<file path="config.mk">
export PLATFORM = sky130hd
export DESIGN_NAME = ttt_game_core_param
export DESIGN_NICKNAME = d
export VERILOG_FILES = /design/src/rtl/ttt_game_core_param.sv
export SDC_FILE = /design/constraint.sdc
export NUM_CORES = 1
export LEC_CHECK = 0
export ABC_AREA = 1
export ABC_CLOCK_PERIOD_IN_PS = 3300
export CORE_AREA = 2 2 108 110
export CTS_CLUSTER_DIAMETER = 120
export DETAILED_ROUTE_END_ITERATION = 8
export DIE_AREA = 0 0 110 112
export PLACE_DENSITY = 0.4
export SYNTH_ARGS = -nofsm -noshare
export SYNTH_HDL_FRONTEND = slang
export SYNTH_SLANG_ARGS = --single-unit
</file>
<file path="constraint.sdc">
create_clock -name clock -period 3.3 [get_ports clock]
set_input_delay 0.495 -clock clock [delete_from_list [all_inputs] [get_ports clock]]
set_output_delay 0.495 -clock clock [all_outputs]
set_load 0.01 [all_outputs]
</file>
<file path="src/rtl/ttt_game_core_param.sv">
// NxN tic-tac-toe core: keypad move capture, board register, per-turn BCD
// countdown with forfeit on timeout, and win/draw detection.
module ttt_game_core_param #(
  parameter int unsigned N             = 3,
  parameter int unsigned WIN_LEN       = 3,
  parameter int unsigned TURN_SECS     = 15,
  parameter int unsigned TICKS_PER_SEC = 10
) (
  input  logic               clock,
  input  logic               rst,
  input  logic               key_valid,
  input  logic [3:0]         key_code,
  input  logic               new_game,
  output logic [2*N*N-1:0]   board,
  output logic [1:0]         game_state,
  output logic               whos_turn,
  output logic [3:0]         time_tens,
  output logic [3:0]         time_ones,
  output logic [4:0]         move_count
);

  localparam int unsigned CELLS     = N * N;
  localparam int unsigned TW        = (TICKS_PER_SEC > 1) ? $clog2(TICKS_PER_SEC) : 1;
  localparam logic [TW-1:0] TICK_MAX  = TW'(TICKS_PER_SEC - 1);
  localparam logic [3:0]    TENS_INIT = 4'(TURN_SECS / 10);
  localparam logic [3:0]    ONES_INIT = 4'(TURN_SECS % 10);
  localparam logic [4:0]    CELLS_5   = 5'(CELLS);

  typedef enum logic [1:0] {PLAY, CHECK, OVER} state_t;

  state_t          state;
  logic [TW-1:0]   tick;
  logic [1:0]      mark;
  logic            cell_free;
  logic            key_ok;
  logic            win;
  logic [2*N*N-1:0] board_next;

  assign mark = {whos_turn, ~whos_turn};

  always_comb begin
    cell_free  = 1'b0;
    board_next = board;
    for (int unsigned i = 0; i < CELLS; i++) begin
      if (key_code == 4'(i)) begin
        cell_free               = (board[2*i +: 2] == 2'b00);
        board_next[2*i +: 2]    = mark;
      end
    end
    key_ok = key_valid && ({1'b0, key_code} < CELLS_5) && cell_free;
  end

  // True when WIN_LEN cells starting at 'start', spaced by 'step', all hold m.
  function automatic logic run_at(input logic [2*N*N-1:0] b, input logic [1:0] m,
                                  input int unsigned start, input int unsigned step);
    logic all_m;
    all_m = 1'b1;
    for (int unsigned k = 0; k < WIN_LEN; k++) begin
      if (b[2*(start + k*step) +: 2] != m) all_m = 1'b0;
    end
    return all_m;
  endfunction

  // Scanning every run for the mover's mark is equivalent to scanning runs
  // through the last cell: any earlier complete run would already have ended the game.
  always_comb begin
    win = 1'b0;
    for (int unsigned r = 0; r < N; r++) begin
      for (int unsigned c = 0; c < N; c++) begin
        if (c + WIN_LEN <= N && run_at(board, mark, r*N + c, 1)) win = 1'b1;
        if (r + WIN_LEN <= N && run_at(board, mark, r*N + c, N)) win = 1'b1;
        if (r + WIN_LEN <= N && c + WIN_LEN <= N && run_at(board, mark, r*N + c, N + 1))
          win = 1'b1;
        if (r + WIN_LEN <= N && c + 1 >= WIN_LEN && run_at(board, mark, r*N + c, N - 1))
          win = 1'b1;
      end
    end
  end

  always_ff @(posedge clock or negedge rst) begin
    if (!rst) begin
      state      <= PLAY;
      board      <= '0;
      game_state <= 2'b00;
      whos_turn  <= 1'b0;
      move_count <= '0;
      time_tens  <= TENS_INIT;
      time_ones  <= ONES_INIT;
      tick       <= '0;
    end else if (new_game) begin
      state      <= PLAY;
      board      <= '0;
      game_state <= 2'b00;
      whos_turn  <= 1'b0;
      move_count <= '0;
      time_tens  <= TENS_INIT;
      time_ones  <= ONES_INIT;
      tick       <= '0;
    end else begin
      case (state)
        PLAY: begin
          if (key_ok) begin
            board      <= board_next;
            move_count <= move_count + 5'd1;
            state      <= CHECK;
          end else if (tick == TICK_MAX) begin
            tick <= '0;
            if (time_tens == 4'd0 && time_ones == 4'd0) begin
              whos_turn <= ~whos_turn;
              time_tens <= TENS_INIT;
              time_ones <= ONES_INIT;
            end else if (time_ones == 4'd0) begin
              time_ones <= 4'd9;
              time_tens <= time_tens - 4'd1;
            end else begin
              time_ones <= time_ones - 4'd1;
            end
          end else begin
            tick <= tick + TW'(1);
          end
        end
        CHECK: begin
          if (win) begin
            game_state <= mark;
            state      <= OVER;
          end else if (move_count == CELLS_5) begin
            game_state <= 2'b11;
            state      <= OVER;
          end else begin
            whos_turn <= ~whos_turn;
            time_tens <= TENS_INIT;
            time_ones <= ONES_INIT;
            tick      <= '0;
            state     <= PLAY;
          end
        end
        default: state <= OVER;
      endcase
    end
  end

endmodule

</file>
Yosys cells after proc, flatten, opt, wreduce, memory -nomap -nowiden. Index checks and enable logic that the tools add are counted.

Flip-flop bits (word level): 40. Bits of input ports: 8. Word-level logic and storage cells: 185.

Add/sub/neg operators: 4. Magnitude comparators: 1. Equality and inequality tests: 27. Muxes and demuxes: 91. Bitwise operators: 1. Reduce and logical (&&, ||, !) cells: 45.

Operators by type and width (number): two-way mux 4 bit (19); two-way mux 18 bit (3); two-way mux 1 bit (44); two-way mux 2 bit (17); AND reduction 3 bit (9); case mux 4 bit (2 select lines) (3); nonzero test 2 bit (12); zero test 2 bit (10); inequality test 2 bit (9); inequality test 3 bit (second input constant) (6); equality test 4 x 3 -> 1 bit (second input constant) (4); two-way mux 5 bit (3); zero test 4 bit (3); AND reduction 6 bit (2); equality test 4 x 2 -> 1 bit (second input constant) (2); equality test 4 bit (second input constant) (2); subtractor 4 x 1 -> 4 bit (second input constant) (2); nonzero test 3 bit (2); adder 5 x 1 -> 5 bit (second input constant) (1); equality test 5 x 4 -> 1 bit (second input constant) (1); AND reduction 5 bit (1); adder 4 x 1 -> 4 bit (second input constant) (1); equality test 4 x 1 -> 1 bit (second input constant) (1); less-than comparator 4 bit (second input constant) (1); other kinds (8) (11).

Logic depth before layout (Yosys ltp). Gate-level depths: netlist (run 1).

Word-level depth: 16. Depth in mapped cells: 12. Depth with buffers taken out: 12.

Worst setup path before layout (run 1). OpenSTA, ideal clock, no wires.

Path type: reg-to-reg. From: reg time_ones[1]. To: reg time_tens[2]. Library setup time: 117 ps. Data arrival time: 1538 ps. Setup slack: 1645 ps. Stages on the path, launching flop included: 10. Clock period less this slack: 1655 ps. Cells stage by stage: dfrtp_1 -> inv_1 -> ha_1 -> nand2_1 -> nor2_1 -> inv_1 -> a221oi_2 -> nand3_2 -> nand2_1 -> nand2_1.

Cells in the longest elaborated chain, start to end: 7. Elaborated cells on any way between the ends: 9.

Ends and longest elaborated chain: start, declared (RTL line 18) `output logic [3:0] time_ones,`; start signal, assigned (RTL line 116) `time_ones <= time_ones - 4'd1;`; zero test 4 bit * (RTL line 108, 112); logical AND 1 bit (RTL line 108) `if (time_tens == 4'd0 && time_ones == 4'd0) begin`; two-way mux 4 bit (RTL line 108); two-way mux 4 bit (RTL line 106) `end else if (tick == TICK_MAX) begin`; two-way mux 4 bit (RTL line 102) `if (key_ok) begin`; case mux 4 bit (2 select lines) (RTL line 100) `case (state)`; two-way mux 4 bit (RTL line 90) `end else if (new_game) begin`; end signal, assigned (RTL line 114) `time_tens <= time_tens - 4'd1;`; end, declared (RTL line 17) `output logic [3:0] time_tens,`.

Every way passes the cells marked *; elsewhere a longest branch is shown, timed or not. The select of a mux whose other input is x is not followed. A chain may end at the register's enable or synchronous reset.

Worst setup path in the final report (run 1).
From: in key_code[2]. To: reg time_ones[0].

Cells in the longest elaborated chain, start to end: 13. Elaborated cells on any way between the ends: 23.

Ends and longest elaborated chain: start, declared (RTL line 12) `input logic [3:0] key_code,`; zero test 4 bit (RTL line 45) `if (key_code == 4'(i)) begin`; two-way mux 1 bit (9 in a row) (RTL line 45); logical AND 1 bit * (RTL line 50) `key_ok = key_valid && ({1'b0, key_code} < CELLS_5) && cell_free;`; inequality test 3 bit (no line) *; AND reduction 5 bit (no line) *.

Every way passes the cells marked *; elsewhere a longest branch is shown, timed or not.

==> flow_summary.toml, run 1 <==
[critical_path]
worstReg2RegEnd = "time_ones[1]$_DFFE_PN0P_"
r2r_start = "whos_turn$_DFFE_PN0P_"
path_delay_family = "simple AND/OR/NAND/NOR gates"
critPathLaunchType = "input port"
startpoint = "key_code[2]"
cpMostUsedCell = "nand2_1"
max_stage_delay_ps = 520
path_max_fanout = 21
arrival_ps = 2540
critical_path_class = "input port to register"
rrSetupSlack_ps = 1130
critical_path.n_buffers_inverters = 2
ff2ff_path_depth = 11
slowest_stage = "clkdlybuf4s50_1"
required_ps = 3530
crit_chain = "clkdlybuf4s50_1 > inv_2 > nor2_4 > nand2_1 > nor3_1 > nor2_2 > nand4_4 > nand3_2 > nand3_1 > nand2_1 > nand2_1"
critPathCaptureType = "register"

[drt]
drc_errors = 0
viasPerCell = 4.512
ant_nets = 0
first_pass_iters = 4
wl_per_cell_um = 13.42
routed_wl_um = 7528
num_vias = 2531
drt_iter0_markers = 90

[floorplanning]
die_y_um = 112
io_pins = 42
dieArea_um2 = 12320
rows = 39
core_area_um2 = 11170
die_x_um = 110
initial_core_util = 0.2426

[synthesis]
yosysWarningCount = 0
postSynthAreaPerCell_um2 = 7.211
synth_fp_nets = 391
yosys.area.top_type = "dfrtp_1"
synth_top_area_frac = 0.3415
yosys.cell_types.count = 35
ys_seq_elements = 40
netlist_area_um2 = 2711
synthCells = 376
ys_seq_area_frac = 0.3706
synthTopCellsByArea = "dfrtp_1 (34%), nand2_1 (18%), nor2_1 (5.3%)"

[cells_and_area]
final_nets = 432
synthToLayoutAreaGrowth_pct = 25.47
fill_cells = 1184
post-route-util = 0.3044
drive_gt1_frac = 0.1005
design_area_um2 = 3402
antenna_cells = 0

[power_and_ir_drop]
irDropWorstVdd_uv = 261.9
p_leak_nw = 1.601
cellPowerDensity_nw_per_um2 = 495.7

[placed_design]
place_area_um2 = 3234
gp_congestion = 0.8356
place_hpwl_um = 5527
port_buffers = 41

[timing]
finalHoldViolations = 0
rsz0062_at_grt = "false"
timing.slew.headroom = 0.3893
min_period_ps = 2304
tightest_slew_ps = 916.1
skew_ps = 9.833
max_freq_mhz = 434.0
report.final.slew_viol_count = 0
fin_tns_setup_ps = 0
finalCritPeriodShare = 0.6982
setup_violations = 0

[clock_network]
cts_hold_buf = 0
cts_resized = 0
clk_latency_ps = 290
path_clk_slew_ps = 70
clock_sinks = 40
cts_buffers = 5
htree_levels = 2
cts_setup_buffers = 0
root_buffer = "clkbuf_16"
clock_path_buffers = 2
cts_tree = "built"

[status]
status = "completed"

[global_route]
grt_max_degree = 41
grt.total_usage = 0.1308
grt_pass1_wl_um = 12540
overflow = 0
antenna_found_initial = 0
grt_pass1_vias = 2499

[min_path]
worstHoldPathType = "input port to async pin"

[job]
max_cap_violations = 0
[layout by cell type (no fill, tap or decap), types with 2 or more instances in the layout]
cell and n:
nor2_2 4, nand3_2 4, xnor2_1 4, dfstp_2 3, buf_4 2, ha_1 7, o21ai_1 4, nand3_1 24
nor3_1 3, a21oi_2 6, nor4_1 4, o21ai_0 14, nor2_4 5, xor2_1 4, a21oi_1 7, inv_1 35
nand2_2 2, dfrtp_1 37, clkdlybuf4s50_1 40, nand4_1 20, inv_2 2, clkbuf_16 5, nor2_1 38, nand2_1 131
[cell families (layout without fill, tap and decap cells)]
group,after synthesis,in the layout,share of synthesized area
fa+ha+maj,7,7,0.03230
buf+inv,47,89,0.08075
flops,40,40,0.3706
compound gates,36,36,0.08353
simple gates,238,238,0.4070
xor+xnor,8,8,0.02584
[flip-flops by register name, summed over array words and instances (netlist names)]
name,flops
time_tens,4
time_ones,4
whos_turn,1
tick,4
state,2
move_count,5
game_state,2
board,18
[Yosys cell counts (all sizes together)]
library cell / n
nor2: 47
xnor2: 4
nand4: 21
ha: 7
a21boi: 2
a21oi: 13
clkbuf: 2
clkinv: 1
o21ai: 18
nor4: 4
nor3: 3
nand3: 29
dfstp: 3
a221oi: 1
buf: 7
inv: 37
xor2: 4
dfrtp: 37
o211ai: 1
nand2: 134
a211oi: 1
[worst max-delay path by stage]
stage,end,cells after the start
floorplan,time_tens[2]$_DFFE_PN0P_,9
global placement,time_ones[1]$_DFFE_PN0P_,10
detailed placement,time_ones[1]$_DFFE_PN0P_,11
CTS,time_ones[0]$_DFFE_PN1P_,11
global route,time_ones[0]$_DFFE_PN1P_,10
finish,time_ones[0]$_DFFE_PN1P_,11
[layer usage]
layer	GRT usage	wire length [µm]	share of wire
met1	0.1805	3717	0.49
met2	0.2065	3442	0.46
met3	0.02400	281	0.037
met4	0.03882	86	0.011
met5	0	0	0
[layout make-up]
class	count	area [µm²]	share of cell area
clock buffer	5	125.1	0.03678
multi-input combinational	289	1488	0.4373
sequential	40	1005	0.2953
timing repair buffer	43	420.4	0.1236
tap	143	178.9	0.05259
inverter	38	142.6	0.04193
clock inverter	3	42.54	0.01250
[where the power goes]
group          internal, mW  switching (mW)
Sequential            0.545          0.0744
Clock                 0.356           0.221
Combinational         0.210           0.280
Total                  1.11           0.575
[per-stage QoR]
step / hold WS [ps] / worst slack, ps / power (mW) / cells
after global placement: 471.7 / 706.2 / 1.128 / 553
final: 337.6 / 995.8 / 1.686 / 561
after detailed placement: 470.3 / 681.6 / 1.121 / 553
after floorplan: 199.4 / 1645 / 0.9311 / 376
after global routing: 429.8 / 754.9 / 1.788 / 561
after CTS: 383.3 / 973.6 / 1.706 / 561
Note: power is estimated with default switching activity, not from simulation.
==> run 2: changes to the inputs <==
--- a/config.mk
+++ b/config.mk
@@ -6,12 +6,12 @@
 export NUM_CORES = 1
 export LEC_CHECK = 0
 export ABC_AREA = 1
-export ABC_CLOCK_PERIOD_IN_PS = 3300
+export ABC_CLOCK_PERIOD_IN_PS = 2000
 export CORE_AREA = 2 2 108 110
 export CTS_CLUSTER_DIAMETER = 120
 export DETAILED_ROUTE_END_ITERATION = 8
 export DIE_AREA = 0 0 110 112
-export PLACE_DENSITY = 0.4
+export PLACE_DENSITY = 0.42
 export SYNTH_ARGS = -nofsm -noshare
 export SYNTH_HDL_FRONTEND = slang
 export SYNTH_SLANG_ARGS = --single-unit
==> constraint.sdc (replaced) <==
create_clock -name clock -period 2 [get_ports clock]
set_input_delay 0.3 -clock clock [delete_from_list [all_inputs] [get_ports clock]]
set_output_delay 0.3 -clock clock [all_outputs]
set_load 0.01 [all_outputs]
==> flow_summary.toml, run 2 (synthesis gave the netlist of run 1 again) <==
[critical_path]
arrival_ps = 2070
critPathLaunchType = "input port"
worstReg2RegEnd = "time_ones[1]$_DFFE_PN0P_"
crit_chain = "clkdlybuf4s50_1 > nor2_4 > nand3_1 > nand4_1 > nor2_2 > nand4_4 > nand3_2 > buf_12 > nand3_2 > nand2_1 > nand2_1"
r2r_start = "whos_turn$_DFFE_PN0P_"
ff2ff_path_depth = 11
critical_path_class = "input port to register"
critical_path.n_buffers_inverters = 2
path_max_fanout = 21
critPathCaptureType = "register"
max_stage_delay_ps = 600
required_ps = 2180
path_delay_family = "simple AND/OR/NAND/NOR gates"
slowest_stage = "clkdlybuf4s50_1"
rrSetupSlack_ps = 200

[timing]
tightest_slew_ps = 490.8
fin_tns_setup_ps = 0
finalCritPeriodShare = 0.9453
timing.slew.headroom = 0.6728
skew_ps = 10.72
min_period_ps = 1891
rsz0062_at_grt = "false"
report.final.slew_viol_count = 0
finalHoldViolations = 0
max_freq_mhz = 528.9
setup_violations = 0

[min_path]
worstHoldPathType = "register to register"
hold_depth = 2
min_from = "time_ones[0]$_DFFE_PN1P_"
hold_path_end = "time_ones[0]$_DFFE_PN1P_"

[placed_design]
place_hpwl_um = 5937
port_buffers = 41
gp_congestion = 0.7986

[cells_and_area]
final_common_cell = "nand2_1"
final_nets = 464
synthToLayoutAreaGrowth_pct = 36.83
fill_cells = 1205
largest-register = "board"
mostFrequentLayoutCells = "nand2_1 (131), clkdlybuf4s50_1 (38), nor2_1 (37), dfrtp_1 (37), inv_1 (35)"
antenna_cells = 0
largest_registers = "board: 18 flops, move_count: 5 flops"
largest_reg_flops = 18
drive_gt1_frac = 0.1667

[global_route]
grt_pass1_vias = 2627
grt_max_degree = 22
antenna_found_initial = 0
overflow = 0
grt_pass1_wl_um = 13250
grt.total_usage = 0.1370

[floorplanning]
dieArea_um2 = 12320
core_area_um2 = 11170
rows = 39
die_x_um = 110
io_pins = 42
die_y_um = 112
initial_core_util = 0.2426

[drt]
drc_errors = 0
viasPerCell = 4.476
drt_iter0_markers = 107
num_vias = 2654
wl_per_cell_um = 13.22
first_pass_iters = 4
ant_nets = 0
routed_wl_um = 7840

[clock_network]
clock_sinks = 40
root_buffer = "clkbuf_16"
cts_buffers = 5
cts_tree = "built"
clock_path_buffers = 2
path_clk_slew_ps = 60
htree_levels = 2
clk_latency_ps = 290

[power_and_ir_drop]
p_leak_nw = 1.797
cellPowerDensity_nw_per_um2 = 774.7
power_mw = 2.874
irDropWorstVdd_uv = 367.1

[status]
status = "completed"

[job]
max_cap_violations = 0
==> run 2: layout make-up <==
cell class	instances	area [µm²]	share of cell area
well taps	143	178.9	0.04823
repair buffers	75	705.7	0.1902
multi-input cells	289	1510	0.4071
clock inverters	3	42.54	0.01147
flip-flops and latches	40	1005	0.2708
inverters	38	142.6	0.03845
clock buffers	5	125.1	0.03373
==> run 2: power by group <==
group	switching [mW]	leakage (nW)	internal [mW]
sequential	0.0908	0.540	0.901
clock	0.350	0.0798	0.587
combinational	0.513	1.18	0.433
total	0.954	1.80	1.92
==> run 2: what timing repair did <==
item | 4_1_cts | 5_1_grt
hold buffers | 1 | 0
setup buffers | 0 | 3
setup endpoints to repair | 1 | 24
gates resized for setup | 1 | 6
pin swaps | 0 | 0
endpoints found under the hold margin | 9 | 0
==> run 2: how the worst max path moves through the flow <==
stage / startpoint / to / slack (ps) / depth (start not counted)
global route: whos_turn$_DFFE_PN0P_ / time_ones[2]$_DFFE_PN1P_ / 10 / 12
finish: key_code[3] / time_ones[1]$_DFFE_PN0P_ / 110 / 11
detailed placement: key_code[2] / board[8]$_DFFE_PN0P_ / -300 / 11
global placement: key_code[2] / time_ones[2]$_DFFE_PN1P_ / -280 / 12
CTS: key_code[3] / time_ones[1]$_DFFE_PN0P_ / 6 / 11
floorplan: time_ones[1]$_DFFE_PN0P_ / time_tens[2]$_DFFE_PN0P_ / 340 / 9
==> run 2: worst register-to-register path: stages, from the launching register on <==
cell,delay [ps]
dfrtp_1,390
buf_4,200
a21oi_1,130
nor2_1,90
nand2_1,70
nand3_1,70
nand2_1,100
nand3_2,130
nand2_4,210
nand3_2,170
nand2_1,90
nand2_1,50
==> run 2: routing by layer <==
layer,share of wire,track usage,vias to the layer above
met5,0,0,-
met4,0.0099,0.03038,0
met3,0.029,0.02283,5
met2,0.46,0.2200,40
met1,0.50,0.1916,1245
li1,-,-,1364
==> run 2: metrics by stage <==
stage               worst slack, ps  cell area [µm²]    util  std cells  hold slack [ps]
global route                  10.85             3710  0.3320        593            513.6
CTS                           6.205             3665  0.3280        590            487.3
detailed placement           -295.5             3482  0.3116        581            298.5
finish                        109.5             3710  0.3320        593            482.1
global placement             -283.6             3482  0.3116        581            300.0
floorplan                     344.8             2711       -        376            4.409
==> run 3: changes to the inputs <==
--- a/config.mk
+++ b/config.mk
@@ -6,12 +6,13 @@
 export NUM_CORES = 1
 export LEC_CHECK = 0
 export ABC_AREA = 1
-export ABC_CLOCK_PERIOD_IN_PS = 2000
-export CORE_AREA = 2 2 108 110
+export ABC_CLOCK_PERIOD_IN_PS = 1900
+export CAP_MARGIN = 20
+export CORE_AREA = 5 5 111 113
 export CTS_CLUSTER_DIAMETER = 120
 export DETAILED_ROUTE_END_ITERATION = 8
-export DIE_AREA = 0 0 110 112
-export PLACE_DENSITY = 0.42
+export DIE_AREA = 0 0 116 118
+export PLACE_DENSITY = 0.4
 export SYNTH_ARGS = -nofsm -noshare
 export SYNTH_HDL_FRONTEND = slang
 export SYNTH_SLANG_ARGS = --single-unit
==> constraint.sdc (replaced) <==
create_clock -name clock -period 1.9 [get_ports clock]
set_input_delay 0.285 -clock clock [delete_from_list [all_inputs] [get_ports clock]]
set_output_delay 0.285 -clock clock [all_outputs]
set_load 0.01 [all_outputs]
==> flow_summary.toml, run 3 (synthesis gave the netlist of run 1 again) <==
[global_route]
grt_pass1_vias = 2704
overflow = 0
grt.total_usage = 0.1209
grt_max_degree = 22
grt_pass1_wl_um = 13320
antenna_found_initial = 0

[timing]
tightest_slew_ps = 379.0
report.final.slew_viol_count = 0
fin_tns_setup_ps = 0
max_freq_mhz = 561.6
finalHoldViolations = 0
skew_ps = 12.24
min_period_ps = 1781
finalCritPeriodShare = 0.9372
timing.slew.headroom = 0.7447
fin_ws_ps = 119.4
setup_violations = 0

[cells_and_area]
multi_input_area_um2 = 1548
final_common_cell = "nand2_1"
antenna_cells = 0
mostFrequentLayoutCells = "nand2_1 (131), buf_4 (39), clkdlybuf4s50_1 (37), dfrtp_1 (36)"
fill_cells = 1217
largest-register = "board"
final_nets = 477
largest_reg_flops = 18
drive_gt1_frac = 0.2009
largest_registers = "board: 18 flops, move_count: 5 flops"
post-route-util = 0.3437
design_area_um2 = 3857
synthToLayoutAreaGrowth_pct = 42.27
seqCellArea_um2 = 1006

[power_and_ir_drop]
power_mw = 3.088
irDropWorstVdd_uv = 550.7
p_leak_nw = 1.872
cellPowerDensity_nw_per_um2 = 800.4

[critical_path]
arrival_ps = 2000
startpoint = "key_code[2]"
critical_path_class = "input port to register"
r2r_start = "whos_turn$_DFFE_PN0P_"
critPathLaunchType = "input port"
required_ps = 2120
critPathCaptureType = "register"
path_max_fanout = 4

[clock_network]
cts_tree = "built"
htree_levels = 2
clock_path_buffers = 2
path_clk_slew_ps = 60
clk_latency_ps = 290
root_buffer = "clkbuf_16"
cts_buffers = 5
clock_sinks = 40

[floorplanning]
die_y_um = 118
rows = 39
initial_core_util = 0.2416
die_x_um = 116
dieArea_um2 = 13690
io_pins = 42
core_area_um2 = 11220

[placed_design]
place_area_um2 = 3542
place_hpwl_um = 6148
port_buffers = 41
gp_congestion = 0.7789
pre_cts_slack_ps = -326.7

[drt]
first_pass_iters = 5
wl_met3_um = 337
wl_met1_um = 3829
num_vias = 2687
drt_iter0_markers = 150
top_layer_used = "met4"
routed_wl_um = 8126
ant_nets = 0
drc_errors = 0
route.met2.wl_um = 3868
viasPerCell = 4.434
wl_per_cell_um = 13.41

[status]
status = "completed"

[min_path]
worstHoldPathType = "input port to async pin"

[job]
max_cap_violations = 0
run 3: layout make-up:
| class | instances | share of cell area |
|---|---|---|
| Multi-Input combinational cell | 290 | 0.4012 |
| Tap cell | 143 | 0.04638 |
| Clock buffer | 5 | 0.03244 |
| Timing Repair Buffer | 87 | 0.2095 |
| Sequential cell | 40 | 0.2608 |
| Clock inverter | 3 | 0.01200 |
| Inverter | 38 | 0.03763 |
run 3: power breakdown:
group          switching (mW)  internal (mW)
Combinational           0.549          0.491
Sequential              0.104          0.949
Clock                   0.369          0.625
run 3: final timing paths:
check / end / slack (ps) / depth (start not counted)
max: board[8]$_DFFE_PN0P_ / 120 / 11
min: board[12]$_DFFE_PN0P_ / 360 / 2
max reg2reg: time_ones[1]$_DFFE_PN0P_ / 130 / 11
min reg2reg: time_ones[2]$_DFFE_PN1P_ / 470 / 2
max in group asynchronous: time_tens[0]$_DFFE_PN1P_ / 1030 / 3
min in group clock: time_ones[2]$_DFFE_PN1P_ / 470 / 2
run 3: worst max-delay path, stage by stage:
cell and delay, ps:
clkdlybuf4s50_1 540, inv_2 70, nor2_4 150, buf_4 130, nand4_1 140, nand4_4 170, nand3_4 90, buf_4 180
nor2_1 120, nand2_1 70, nand2_1 60
run 3: timing repair:
item / 4_1_cts / 5_1_grt
endpoints found under the hold margin: 3 / 0
buffers inserted: 2 / 4
pin swaps: 1 / 3
hold buffers: 1 / 0
setup endpoints to repair: 12 / 31
gates resized for setup: 2 / 14
cloned: 0 / 2
run 3: metrics by stage:
step	hold WS, ps	std cells
floorplan	-10.59	376
global placement	124.6	589
detailed placement	122.7	589
CTS	355.5	600
global route	372.8	606
finish	364.0	606
run 3: layer usage:
layer | vias to the layer above | track usage
met5 | - | 0
met4 | 0 | 0.02683
met3 | 8 | 0.02674
met2 | 49 | 0.2025
met1 | 1238 | 0.1578
li1 | 1392 | -
